File: src/rtl/imm_gen_pkg.sv
// Shared constants and the immediate-extraction function for the pipelined imm generator.
// The function always builds a 64-bit result; callers cast it down to their XLEN.
package imm_gen_pkg;

   localparam logic [2:0] EXTOP_NONE   = 3'b000;
   localparam logic [2:0] EXTOP_STYPE  = 3'b001;
   localparam logic [2:0] EXTOP_ITYPE  = 3'b010;
   localparam logic [2:0] EXTOP_ISHAMT = 3'b011;
   localparam logic [2:0] EXTOP_BTYPE  = 3'b100;
   localparam logic [2:0] EXTOP_UTYPE  = 3'b101;
   localparam logic [2:0] EXTOP_JTYPE  = 3'b110;

   typedef enum logic [1:0] {SB_EMPTY, SB_ONE, SB_FULL} sb_state_t;

   function automatic bit xlen_legal(input int xlen);
      return (xlen == 32) || (xlen == 64);
   endfunction

   // Returns {illegal, imm[63:0]}; truncation to 32 bits keeps sign extension correct.
   function automatic logic [64:0] ext_imm(input logic [31:0] instr, input logic [2:0] extop,
                                           input logic is64);
      logic [63:0] imm;
      logic        ill;
      imm = '0;
      ill = 1'b0;
      case (extop)
         EXTOP_NONE:   imm = '0;
         EXTOP_STYPE:  imm = {{52{instr[31]}}, instr[31:25], instr[11:7]};
         EXTOP_ITYPE:  imm = {{52{instr[31]}}, instr[31:20]};
         EXTOP_ISHAMT: imm = is64 ? {58'b0, instr[25:20]} : {59'b0, instr[24:20]};
         EXTOP_BTYPE:  imm = {{51{instr[31]}}, instr[31], instr[7], instr[30:25], instr[11:8], 1'b0};
         EXTOP_UTYPE:  imm = {{32{instr[31]}}, instr[31:12], 12'b0};
         EXTOP_JTYPE:  imm = {{43{instr[31]}}, instr[31], instr[19:12], instr[20], instr[30:21], 1'b0};
         default:      ill = 1'b1;
      endcase
      return {ill, imm};
   endfunction

endpackage

File: src/rtl/imm_gen_pipe_if.sv
// Decode-side request and ID/EX-side response handshake of the immediate generator.
interface imm_gen_pipe_if #(
   parameter int XLEN  = 32,
   parameter int TAG_W = 5
);
   logic             in_valid;
   logic             in_ready;
   logic [31:0]      in_instr;
   logic [2:0]       in_extop;
   logic [TAG_W-1:0] in_tag;
   logic             out_valid;
   logic             out_ready;
   logic [XLEN-1:0]  out_imm;
   logic [TAG_W-1:0] out_tag;
   logic             out_illegal;

   modport master (
      output in_valid, in_instr, in_extop, in_tag, out_ready,
      input  in_ready, out_valid, out_imm, out_tag, out_illegal
   );

   modport slave (
      input  in_valid, in_instr, in_extop, in_tag, out_ready,
      output in_ready, out_valid, out_imm, out_tag, out_illegal
   );
endinterface

File: src/rtl/imm_skid_buf.sv
// Two-entry FIFO skid buffer; in_ready is registered so downstream stalls never reach upstream
// combinationally. Output payload reads zero whenever no entry is valid.
module imm_skid_buf
   import imm_gen_pkg::*;
#(
   parameter int W = 38
) (
   input  logic         clk,
   input  logic         rstn,
   input  logic         flush,
   input  logic         in_valid,
   output logic         in_ready,
   input  logic [W-1:0] in_data,
   output logic         out_valid,
   input  logic         out_ready,
   output logic [W-1:0] out_data
);

   sb_state_t    state_q, state_d;
   logic [W-1:0] head_q, tail_q;
   logic         rdy_q;
   logic         push, pop;

   assign push = in_valid && rdy_q;
   assign pop  = out_valid && out_ready;

   always_ff @(posedge clk or negedge rstn) begin
      if (!rstn) begin
         state_q <= SB_EMPTY;
         rdy_q   <= 1'b1;
      end else begin
         state_q <= state_d;
         rdy_q   <= (state_d != SB_FULL);
      end
   end

   // Flush overrides any concurrent accept or pop.
   always_comb begin
      state_d = state_q;
      if (flush) begin
         state_d = SB_EMPTY;
      end else begin
         case (state_q)
            SB_EMPTY: if (push) state_d = SB_ONE;
            SB_ONE: begin
               if (push && !pop)      state_d = SB_FULL;
               else if (!push && pop) state_d = SB_EMPTY;
            end
            SB_FULL:  if (pop) state_d = SB_ONE;
            default:  state_d = SB_EMPTY;
         endcase
      end
   end

   always_comb begin
      out_valid = (state_q != SB_EMPTY);
      out_data  = out_valid ? head_q : '0;
      in_ready  = rdy_q;
   end

   // Head is what the consumer sees; tail only fills while the head is stalled.
   always_ff @(posedge clk or negedge rstn) begin
      if (!rstn) begin
         head_q <= '0;
         tail_q <= '0;
      end else if (!flush) begin
         case (state_q)
            SB_EMPTY: if (push) head_q <= in_data;
            SB_ONE: begin
               if (push && pop) head_q <= in_data;
               else if (push)   tail_q <= in_data;
            end
            SB_FULL:  if (pop) head_q <= tail_q;
            default: ;
         endcase
      end
   end

endmodule

File: src/rtl/imm_gen_pipe.sv
// Pipelined immediate extender: extends on the input side, then buffers {illegal, imm, tag}
// in a 2-entry skid buffer so every output comes straight from a register.
module imm_gen_pipe
   import imm_gen_pkg::*;
#(
   parameter int XLEN  = 32,
   parameter int TAG_W = 5
) (
   input  logic         clk,
   input  logic         rstn,
   input  logic         flush,
   imm_gen_pipe_if.slave bus
);

   localparam int SHAMT_W = (XLEN == 64) ? 6 : 5;
   localparam int PW      = XLEN + TAG_W + 1;

   generate
      if (!xlen_legal(XLEN)) begin : g_bad_xlen
         $error("imm_gen_pipe: XLEN must be 32 or 64");
      end
   endgenerate

   logic [64:0]     ext;
   logic [63:0]     imm64;
   logic [XLEN-1:0] imm;
   logic [PW-1:0]   in_pl, out_pl;

   assign ext   = ext_imm(bus.in_instr, bus.in_extop, SHAMT_W == 6);
   assign imm64 = ext[63:0];
   assign imm   = XLEN'(imm64);
   assign in_pl = {ext[64], imm, bus.in_tag};

   imm_skid_buf #(.W(PW)) u_buf (
      .clk       (clk),
      .rstn      (rstn),
      .flush     (flush),
      .in_valid  (bus.in_valid),
      .in_ready  (bus.in_ready),
      .in_data   (in_pl),
      .out_valid (bus.out_valid),
      .out_ready (bus.out_ready),
      .out_data  (out_pl)
   );

   assign {bus.out_illegal, bus.out_imm, bus.out_tag} = out_pl;

endmodule

File: src/flat_wrapper.sv
// flat-port wrapper written by rule: the top's interface ports become plain ports
module imm_gen_pipe_flat import imm_gen_pkg::*;
#(
   parameter int XLEN  = 32,
   parameter int TAG_W = 5
)
  (clk, rstn, flush, bus_in_valid, bus_in_instr, bus_in_extop, bus_in_tag, bus_out_ready, bus_in_ready, bus_out_valid, bus_out_imm, bus_out_tag, bus_out_illegal);
  imm_gen_pipe_if #(.XLEN(XLEN), .TAG_W(TAG_W)) bus_i ();
  input  logic clk;
  input  logic rstn;
  input  logic flush;
  input wire logic [$bits(bus_i.in_valid)-1:0] bus_in_valid;
  input wire logic [$bits(bus_i.in_instr)-1:0] bus_in_instr;
  input wire logic [$bits(bus_i.in_extop)-1:0] bus_in_extop;
  input wire logic [$bits(bus_i.in_tag)-1:0] bus_in_tag;
  input wire logic [$bits(bus_i.out_ready)-1:0] bus_out_ready;
  output wire logic [$bits(bus_i.in_ready)-1:0] bus_in_ready;
  output wire logic [$bits(bus_i.out_valid)-1:0] bus_out_valid;
  output wire logic [$bits(bus_i.out_imm)-1:0] bus_out_imm;
  output wire logic [$bits(bus_i.out_tag)-1:0] bus_out_tag;
  output wire logic [$bits(bus_i.out_illegal)-1:0] bus_out_illegal;
  assign bus_i.in_valid = bus_in_valid;
  assign bus_i.in_instr = bus_in_instr;
  assign bus_i.in_extop = bus_in_extop;
  assign bus_i.in_tag = bus_in_tag;
  assign bus_i.out_ready = bus_out_ready;
  assign bus_in_ready = bus_i.in_ready;
  assign bus_out_valid = bus_i.out_valid;
  assign bus_out_imm = bus_i.out_imm;
  assign bus_out_tag = bus_i.out_tag;
  assign bus_out_illegal = bus_i.out_illegal;
  imm_gen_pipe #(.XLEN(XLEN), .TAG_W(TAG_W)) u_core (.clk(clk), .rstn(rstn), .flush(flush), .bus(bus_i));
endmodule
File: config.mk
export PLATFORM = sky130hd
export DESIGN_NAME = imm_gen_pipe_flat
export DESIGN_NICKNAME = d
export VERILOG_FILES = /design/src/rtl/imm_gen_pkg.sv /design/src/rtl/imm_gen_pipe_if.sv /design/src/rtl/imm_skid_buf.sv /design/src/rtl/imm_gen_pipe.sv /design/src/flat_wrapper.sv
export SDC_FILE = /design/constraint.sdc
export NUM_CORES = 1
export LEC_CHECK = 0
export BUFFER_PORTS_ARGS = -buffer_cell sky130_fd_sc_hd__buf_2
export CAP_MARGIN = 20
export CORE_AREA = 8 8 95 97
export CTS_CLUSTER_DIAMETER = 30
export CTS_CLUSTER_SIZE = 10
export DETAILED_ROUTE_END_ITERATION = 6
export DIE_AREA = 0 0 103 105
export HOLD_SLACK_MARGIN = 0.12
export PLACE_DENSITY = 0.78
export SETUP_SLACK_MARGIN = 0.02
export SLEW_MARGIN = 20
export SYNTH_ARGS = -nofsm -noshare
export SYNTH_HDL_FRONTEND = slang
export SYNTH_SLANG_ARGS = --single-unit
File: constraint.sdc
create_clock -name clk -period 2.1 [get_ports clk]
set_clock_uncertainty 0.2 [all_clocks]
set_input_delay 0.105 -clock clk [delete_from_list [all_inputs] [get_ports clk]]
set_output_delay 0.105 -clock clk [all_outputs]
set_load 0.01 [all_outputs]
==> impl_results.md <==
* Largest family of logic cells by synthesized area: simple AND/OR/NAND/NOR gates
* Seq/Total Area, Yosys at 0.4969
* Post-route setup TNS at 0 ns
* Mean Syn Cell Area at 8.525 µm²
* Synthesized cell area at 3981 µm²
* Yosys warning count at 0
* CP Cell Sequence: dlygate4sd3_1, buf_2, buf_4, or3_4, nand3_2, dlygate4sd3_1, o21ai_0
* Adder-cell share of the synthesized area at 0
* # clock sinks at between 70 and 80
* Die height at roughly 110 µm
* Peak supply drop at roughly 0.00043 V
* Initial Util at 0.5289
* Vias in the first global route at roughly 3700
* CTS tree: built
* GPL Wtd Cong at 0.8247
* Setup bufs post-CTS at 0
* Post-route antenna net violation count at 0
* Final HPWL DP at a little under 7000 µm
* Final WL at between 10000 and 15000 µm
* Largest net degree at the start of global routing at 47
* Final hold viol count at 0
* Status: finished clean
* Fin crit share at 0.9836
* Cts bufs inserted at 9
* Via count at roughly 3800
* Relative slew slack at 0.6240
* Leak pwr at between 2 and 2.5 nW
* Startpoint types: input pin
* Rows at 32
* Max capacitance violation total at 0
* CP Launch Point: bus_in_extop[0]
* WHS at 0.2781 ns
* Worst r2r dst: u_core.u_buf.tail_q[1]
* Top cells by area, synth: dfrtp_1 (49%), nand2_1 (9.8%), o21ai_0 (6.5%)
* Post-synthesis simple-gate area fraction at 0.2379
* Via-to-Cell Ratio at 5.533
* Seq cells post-synth at 79
* H-tree levels at 3
* Clock slew at reported path FFs at approximately 0.08 ns
* Crit path max fanout at 12
* RSZ-0062 raised after global routing: true
* Pre-CTS WS at between 0.1 and 0.15 ns
* Fraction of synthesized area in multiplexers at 0.02828
* Reg2Reg Depth at 4
* First-pass GRT wire length at 17450 µm
* Critical Setup Path Class: input pin to flip-flop
* Final net count at roughly 620
* Core area at about 7500 µm²
* Antenna Cells at 0
* Power Density at slightly above 800 nW/µm²
* Compound-gate portion of the synthesized area at 0.1879
* Critical Path Most Common Cell: dlygate4sd3_1
* Count of different cell masters after synthesis at 34
* Initial DRC count at around 230
* Die area at ~11000 µm²
* Wire per inst at between 15 and 20 µm
* Worst R2R Start: u_core.u_buf.in_ready
* Final number of setup-violating endpoints at 0
* Total grt overflow at 0
* Yosys top cell area share at 0.4903
* Area of placed instances at about 4500 µm²
* Worst setup margin at roughly 0.034 ns
* Post-synthesis net count at slightly above 500
* CP max-delay cell: dlygate4sd3_1
* Layout cells sized above 1 at 0.2253
* DRC at 0
* Hold crit path type: flip-flop to flip-flop
* Crit path required time at between 2 and 2.5 ns
* P&R area growth vs syn at 29.51%
* Mapped Cells at ~470
* All-layer global routing usage at 0.2027
* Peak Freq at roughly 480 MHz
* Fill cells at 602
* Final min period at about 2.1 ns
* Buffers added on ports at 77
* Max clock buf depth at 2
* R2R Setup Slk at roughly 0.080 ns
* Setup crit end: u_core.u_buf.tail_q[36]
* Slew Viols, Final at 0
* Root Driver: clkbuf_8
* Largest area contributor in the netlist: dfrtp_1
* Max incr delay on CP at 0.57 ns
* Die span in x at 103 µm
* Actual slew at the worst max-slew pin at around 0.56 ns
* CP Capture Type: flip-flop
* WP data arrival at about 2.1 ns
* Synth Area in XOR/XNOR at 0.004400
* I/O pins at between 80 and 90
* Clock insertion delay at the later pin of the skew report at approximately 0.35 ns
* Design Area, Final at ~5200 µm²
* Initial antenna violation count at 0
* First drt pass iteration count at 5
-- power by group --
group | switching (mW) | internal, mW
logic | 0.479 | 0.439
registers | 0.167 | 1.84
clock network | 0.538 | 0.692
-- layout by cell type, fill, tap and decap left out, types with 4 or more instances in the layout --
master         instances
mux2_4                 6
buf_2                 76
dlygate4sd3_1         40
o21ai_0               51
a31oi_1               13
o31ai_1                5
o21a_1                 4
nor2_1                36
buf_4                 14
dfrtp_1               78
clkbuf_8              10
o311ai_0               4
nor2b_1               39
nand2_1              104
nand3_1                8
o22ai_1               19
a21oi_1               25
-- worst min path at each step --
stage,startpoint,slack [ns],end,cells after the start
after CTS,u_core.u_buf.head_q[19],0.28,u_core.u_buf.head_q[19],2
after floorplan,rstn,-0.39,u_core.u_buf.head_q[0],0
final,u_core.u_buf.head_q[19],0.28,u_core.u_buf.head_q[19],2
after global placement,rstn,-0.11,u_core.u_buf.state_q[0],1
after detailed placement,rstn,-0.11,u_core.u_buf.state_q[1],1
after global routing,u_core.u_buf.head_q[7],0.31,u_core.u_buf.head_q[7],1
-- cell type report --
cell class	count	area, µm²	share of cell area
clock buffers	11	141.4	0.02742
well taps	102	127.6	0.02475
multi-input cells	346	1871	0.3628
inverters	3	11.26	0.002184
flip-flops and latches	79	1978	0.3836
clock inverters	4	70.07	0.01359
repair buffers	134	957.2	0.1856
-- worst max-delay path: cells and delay by family --
family	cells	cell delay (ns)
buffers and inverters	4	1.43
AOI/OAI and AO/OA	1	0.07
and+or+nand+nor	2	0.48
-- through the flow --
step	instances	power (mW)	utilization
after floorplan	467	2.551	-
after global placement	624	2.819	0.5981
after detailed placement	624	2.872	0.5981
after CTS	679	4.150	0.6794
after global routing	679	4.385	0.6850
final	679	4.154	0.6850
-- flip-flops by register name, indices dropped and copies added, names as in the netlist --
| name | flops |
|---|---|
| u_core.u_buf.state_q | 2 |
| u_core.u_buf.tail_q | 38 |
| u_core.u_buf.head_q | 38 |
| u_core.u_buf.in_ready | 1 |
-- synthesized netlist by cell type --
library cell  number
o21ai_1            3
a21o_1             1
o311ai_0           4
a31oi_1           13
nor2_1            37
a21oi_1           25
nor4bb_1           1
or3_1              2
xnor2_1            2
nand2_1          104
o31ai_1            5
nand4b_1           2
nand4bb_1          1
a31o_2             1
o21ai_0           52
mux2_4             6
a211oi_1           1
inv_1              3
nand3b_1           3
buf_6              1
a211o_1            1
clkbuf_1          28
a31oi_2            1
o22ai_1           19
buf_2             10
or4bb_1            1
o21a_1             4
nor2b_1           40
or2_2              2
nand2b_1           4
dfrtp_1           78
dfstp_2            1
nand3_1            9
mux2_2             2
-- metal layers --
layer  GRT usage  share of wire  up-vias
li1            -              -     1796
met3     0.05109          0.075       39
met5           0              0        -
met1      0.2407           0.40     1776
met2      0.3307           0.49      146
met4     0.09928          0.034        0
-- cell families after synthesis --
family / after synthesis
AO/OA/AOI/OAI: 130
XOR/XNOR: 2
buffers and inverters: 42
flip-flops: 79
multiplexers: 8
AND/OR/NAND/NOR: 206
-- repair_timing --
action                                  CTS  global route
hold buffers                             40             0
endpoints found under the setup margin    0            27
gates resized for setup                   0             8
hold endpoints to repair                152             0
Power figures use the tool's default switching activity.
